File: config.mk
export PLATFORM = sky130hd
export DESIGN_NAME = arb_mux
export DESIGN_NICKNAME = d
export VERILOG_FILES = /design/src/rtl/arb_mux_pkg.sv /design/src/rtl/rr_arbiter.sv /design/src/rtl/arb_mux.sv
export SDC_FILE = /design/constraint.sdc
export NUM_CORES = 1
export LEC_CHECK = 0
export CAP_MARGIN = 20
export CORE_UTILIZATION = 35
export DETAILED_ROUTE_END_ITERATION = 10
export PLACE_DENSITY = 0.89
export SETUP_SLACK_MARGIN = 0.05
export SYNTH_ARGS = -nofsm -noshare
export SYNTH_HDL_FRONTEND = slang
export SYNTH_SLANG_ARGS = --single-unit
File: constraint.sdc
create_clock -name clk -period 3.9 [get_ports clk]
set_input_delay 0.78 -clock clk [delete_from_list [all_inputs] [get_ports clk]]
set_output_delay 0.78 -clock clk [all_outputs]
set_load 0.05 [all_outputs]
File: src/rtl/arb_mux_pkg.sv
// Shared constants and helpers for the arbitrating output mux.
// Mode selectors and the channel-index width function live here so the top
// and the round-robin arbiter agree on encodings.
package arb_mux_pkg;

  localparam int MODE_SEL = 0;  // channel picked by the external sel input
  localparam int MODE_RR  = 1;  // channel picked by rotating priority

  // Ceiling log2, used to size channel indices (callers pass n >= 2).
  function automatic int clog2(input int n);
    int r;
    r = 0;
    while ((1 << r) < n) r++;
    return r;
  endfunction

endpackage

File: src/rtl/rr_arbiter.sv
// Round-robin grant: picks the first requester after ptr, wrapping around.
// Purely combinational; grant and any are forced low when enable is low.
// ptr is owned by the caller, so priority only rotates on real transfers.
module rr_arbiter
  import arb_mux_pkg::*;
#(
  parameter int N = 4,
  parameter int W = 2
) (
  input  logic [N-1:0] req,
  input  logic [W-1:0] ptr,
  input  logic         enable,
  output logic [N-1:0] grant,
  output logic [W-1:0] grant_idx,
  output logic         any
);

  // Winner is the requester with the smallest distance past ptr (mod N).
  always_comb begin
    int best_d;
    int d;
    best_d    = N;
    grant_idx = '0;
    for (int i = 0; i < N; i++) begin
      d = (i + 2 * N - int'(ptr) - 1) % N;
      if (req[i] && (d < best_d)) begin
        best_d    = d;
        grant_idx = W'(i);
      end
    end
    any   = (best_d < N) && enable;
    grant = any ? (N'(1) << grant_idx) : '0;
  end

endmodule

File: src/rtl/arb_mux.sv
// N-to-1 mux with a one-entry registered output, channel chosen by sel or round-robin.
// One cycle from input handshake to out_valid; sustains one word per cycle.
// in_ready drops for all channels while the output word is stalled or rst is high.
module arb_mux
  import arb_mux_pkg::*;
#(
  parameter int WIDTH    = 16,
  parameter int CHANNELS = 4,
  parameter int MODE     = MODE_SEL,
  localparam int SELW    = clog2(CHANNELS)
) (
  input  logic                      clk,
  input  logic                      rst,
  input  logic [CHANNELS*WIDTH-1:0] in_data,
  input  logic [CHANNELS-1:0]       in_valid,
  output logic [CHANNELS-1:0]       in_ready,
  input  logic [SELW-1:0]           sel,
  output logic [WIDTH-1:0]          out_data,
  output logic [SELW-1:0]           out_chan,
  output logic                      out_valid,
  input  logic                      out_ready
);

  logic                out_valid_q;
  logic [WIDTH-1:0]    out_data_q, out_data_d;
  logic [SELW-1:0]     out_chan_q;
  logic                can_load;
  logic [CHANNELS-1:0] grant_oh;
  logic [SELW-1:0]     grant_idx;
  logic                grant_any;

  // Output slot can take a word when empty or draining this cycle; never in reset.
  assign can_load = (!out_valid_q || out_ready) && !rst;

  generate
    if (MODE == MODE_RR) begin : g_rr
      logic [SELW-1:0] ptr_q, ptr_d;

      rr_arbiter #(.N(CHANNELS), .W(SELW)) u_rr (
        .req       (in_valid),
        .ptr       (ptr_q),
        .enable    (can_load),
        .grant     (grant_oh),
        .grant_idx (grant_idx),
        .any       (grant_any)
      );

      // Priority pointer only advances when a word is actually taken.
      always_comb ptr_d = grant_any ? grant_idx : ptr_q;

      // Reset to the last channel so channel 0 wins first.
      always_ff @(posedge clk or posedge rst) begin
        if (rst) ptr_q <= SELW'(CHANNELS - 1);
        else     ptr_q <= ptr_d;
      end
    end else begin : g_sel
      // Grant only the addressed channel, and only if it offers a word;
      // out-of-range sel values match no channel and never grant.
      always_comb begin
        grant_oh = '0;
        for (int i = 0; i < CHANNELS; i++) begin
          if (sel == SELW'(i)) grant_oh[i] = in_valid[i] && can_load;
        end
      end

      assign grant_idx = sel;
      assign grant_any = |grant_oh;
    end
  endgenerate

  assign in_ready = grant_oh;

  // Pick the granted channel's word for the output register.
  always_comb begin
    out_data_d = '0;
    for (int i = 0; i < CHANNELS; i++) begin
      if (grant_idx == SELW'(i)) out_data_d = in_data[i*WIDTH +: WIDTH];
    end
  end

  // Output slot: load replaces (even while draining), drain alone clears valid only.
  always_ff @(posedge clk or posedge rst) begin
    if (rst) begin
      out_valid_q <= 1'b0;
      out_data_q  <= '0;
      out_chan_q  <= '0;
    end else if (grant_any) begin
      out_valid_q <= 1'b1;
      out_data_q  <= out_data_d;
      out_chan_q  <= grant_idx;
    end else if (out_ready) begin
      out_valid_q <= 1'b0;
    end
  end

  assign out_valid = out_valid_q;
  assign out_data  = out_data_q;
  assign out_chan  = out_chan_q;

endmodule
==> results.md <==
| Result | This run | Unit |
|---|---|---|
| Sequential fraction of the synthesis area | 38.6 | % |
| Final sum of negative setup slack | 0 | ns |
| Least-Margin Pin Slew | 0.737 | ns |
| Unrepaired setup endpoints after global routing | false | - |
| Worst Reg-to-Reg Cells | 5 | - |
| Max Root-Sink Buffers | 2 | - |
| Core Rows | 21 | - |
| Remaining number of nets flagged by the antenna check after routing | 0 | - |
| Ratio of cells with drive above 1 in the final layout | 24.7 | % |
| Clk pin slew, worst setup/hold paths | 0.10 | ns |
| Cell count after synthesis | 77 | - |
| Final Skew | 0.0135 | ns |
| Utilization after layout | 68.0 | % |
| Crit path launch type | input port | - |
| Clock insertion delay at the later pin of the skew report | 0.29 | ns |
| Achievable frequency | 331 | MHz |
| Maximum number of pins on one net before global-route repair | 20 | - |
| Number of buffers inserted for hold repair after clock tree synthesis | 0 | - |
| Total grt overflow | 0 | - |
| Drt total wl | 3.43 | mm |
| Highest-count cells in the layout ignoring fill and taps | sky130_fd_sc_hd__clkdlybuf4s50_1, sky130_fd_sc_hd__dfrtp_1, sky130_fd_sc_hd__mux4_2 | - |
| Synth-to-layout area growth | 85.5 | % |
| First-pass GRT wire length | 5.40 | mm |
| Crit path from | out_ready | - |
| Maximum fanout count along the critical path | 5 | - |
| Worst flop-to-flop path endpoint | out_data[1] | - |
| Hold Path Sink | out_data[10] | - |
| Total iterations of the first detailed-routing run | 3 | - |
| Hold crit path type | reg2reg | - |
| Min-delay src | out_data[10] | - |
| Antenna violations before repair | 0 | - |
| Placer congestion estimate | 0.697 | - |
| Average wire per cell in the routed design | 15.6 | µm |
| Cell chosen for the clock root | sky130_fd_sc_hd__clkbuf_4 | - |
| Routed via count | 1078 | - |
| Post-placement worst setup slack | 0.874 | ns |
| # DRC | 0 | - |
| # Max-Cap Violations | 0 | - |
| Depth of the CTS H-tree | 1 | - |
| Synthesized area per cell | 16.0 | µm² |
| Total setup violations reported at the end of the flow | 0 | - |
| GRT Resource Usage Total | 20.3 | % |
| Yosys reg bits | 19 | - |
| Relative max-transition margin | 50.8 | % |
| Leakage component of the power | 0.895 | nW |
| Number of antenna repair diodes | 0 | - |
| Number of warnings reported in the yosys synthesis log | 0 | - |
| I/O pin cnt | 96 | - |
| Worst setup slack for register-to-register paths | 2.03 | ns |
| WS Path Type | in2out | - |
| Max VDD drop | 0.189 | mV |
| Die area | 3760 | µm² |
| TritonCTS sink count | 19 | - |
| Total clock buffers created by CTS | 3 | - |
| Die width | 61.3 | µm |
| Minimum setup slack in the final design | 0.878 | ns |
| Final layout net count | 248 | - |
| Post-Synthesis Net Count | 150 | - |
| Vertical die dimension | 61.3 | µm |
| Power per cell area | 404 | nW/µm² |
| Number of cells traversed by the worst hold path | 1 | - |
| Post-CTS Repair Setup Buffers | 0 | - |
| Critical path data arrival time | 2.24 | ns |
| Netlist area before placement | 1230 | µm² |
| Worst path required time | 3.12 | ns |
| Distinct cell type count after synthesis | 22 | - |
| Clock tree from TritonCTS | done | - |
| Number of design-rule violations left by the first detailed-router iteration | 24 | - |
| Number of global-route vias before repair | 1231 | - |
| Endpoint class of the critical path | output pin | - |
| Total of buffers placed on input and output ports | 95 | - |
| Result of the run | finished, final reports clean | - |
| DPL Wire Length | 2.93 | mm |
| Number of gates given a new drive strength after cts | 0 | - |
| Core Area | 3360 | µm² |
| Minimum period implied by the final worst setup slack | 3.02 | ns |
| Fin crit share | 77.5 | % |
| Routed via count divided by cell count | 4.90 | - |
| Final Hold Fails | 0 | - |
| RR Startpoint | out_valid | - |
| Slew Viols, Final | 0 | - |
| Most common cell after layout, fill and taps aside | sky130_fd_sc_hd__clkdlybuf4s50_1 | - |
| Initial Util | 36.6 | % |
## kinds of logic (layout without fill, tap and decap cells)
| kind of cell | Yosys count | after routing | share of synthesized area (%) |
|---|---|---|---|
| flip-flops | 19 | 19 | 38.6 |
| AO/OA/AOI/OAI | 2 | 2 | 2.74 |
| multiplexers | 34 | 34 | 47.7 |
| buffers and inverters | 8 | 105 | 4.87 |
| AND/OR/NAND/NOR | 14 | 14 | 6.09 |
## sequential cells by signal (all words and copies together), names as in the netlist
signal and flops:
out_chan 2, out_data 16, out_valid 1
## metrics by stage
step	cells	area [µm²]	power (mW)	hold WS, ns
6_report	220	2290	0.924	0.511
5_1_grt	220	2290	0.968	0.538
4_1_cts	220	2290	0.935	0.516
3_5_place_dp	216	2260	0.835	0.491
3_3_place_gp	216	2260	0.823	0.470
2_1_floorplan	77	1230	0.616	0.731
## critical path, stage by stage
cell	delay, ns
sky130_fd_sc_hd__clkdlybuf4s50_1	0.45
sky130_fd_sc_hd__and2b_1	0.24
sky130_fd_sc_hd__nor2_1	0.11
sky130_fd_sc_hd__nand2_1	0.10
sky130_fd_sc_hd__nor3b_1	0.37
sky130_fd_sc_hd__buf_12	0.19
## report_power, final
group | internal, mW | switching, mW | leakage, nW
Clock | 0.0381 | 0.0601 | 0.0177
Sequential | 0.254 | 0.0316 | 0.224
Combinational | 0.248 | 0.293 | 0.653
## final cells by class
class	count	area (µm²)
inverters	2	7.51
flip-flops and latches	19	475
clock buffers	3	22.5
fillers	267	1080
well taps	46	57.6
multi-input cells	50	697
clock inverters	1	5.00
repair buffers	99	1020
## Yosys cell counts
library cell | n | area, µm²
sky130_fd_sc_hd__a2111oi_4 | 1 | 27.5
sky130_fd_sc_hd__and2b_1 | 1 | 7.51
sky130_fd_sc_hd__buf_1 | 1 | 3.75
sky130_fd_sc_hd__buf_12 | 1 | 20.0
sky130_fd_sc_hd__buf_2 | 2 | 10.0
sky130_fd_sc_hd__buf_4 | 1 | 7.51
sky130_fd_sc_hd__buf_6 | 1 | 11.3
sky130_fd_sc_hd__dfrtp_1 | 19 | 475
sky130_fd_sc_hd__inv_1 | 2 | 7.51
sky130_fd_sc_hd__mux2_1 | 3 | 33.8
sky130_fd_sc_hd__mux2_2 | 7 | 78.8
sky130_fd_sc_hd__mux2_4 | 7 | 105
sky130_fd_sc_hd__mux2i_1 | 1 | 10.0
sky130_fd_sc_hd__mux4_2 | 16 | 360
sky130_fd_sc_hd__nand2_1 | 3 | 11.3
sky130_fd_sc_hd__nand2b_1 | 1 | 6.26
sky130_fd_sc_hd__nor2_1 | 4 | 15.0
sky130_fd_sc_hd__nor3b_1 | 1 | 7.51
sky130_fd_sc_hd__nor4b_1 | 1 | 8.76
sky130_fd_sc_hd__o22ai_1 | 1 | 6.26
sky130_fd_sc_hd__or2_1 | 1 | 6.26
sky130_fd_sc_hd__or3_1 | 2 | 12.5
## worst max path at each step
| stage | endpoint |
|---|---|
| 4_1_cts | in_ready[2] |
| 3_3_place_gp | in_ready[2] |
| 6_report | in_ready[2] |
| 2_1_floorplan | in_ready[2] |
| 3_5_place_dp | in_ready[2] |
| 5_1_grt | in_ready[2] |
## layer usage
layer,up-vias,track usage [%],part of all wire (%)
li1,499,-,-
met1,535,20.8,35
met2,40,41.1,60
met3,4,3.36,4.0
met4,0,6.67,1.4
met5,-,0,0
Power figures use the tool's default switching activity.
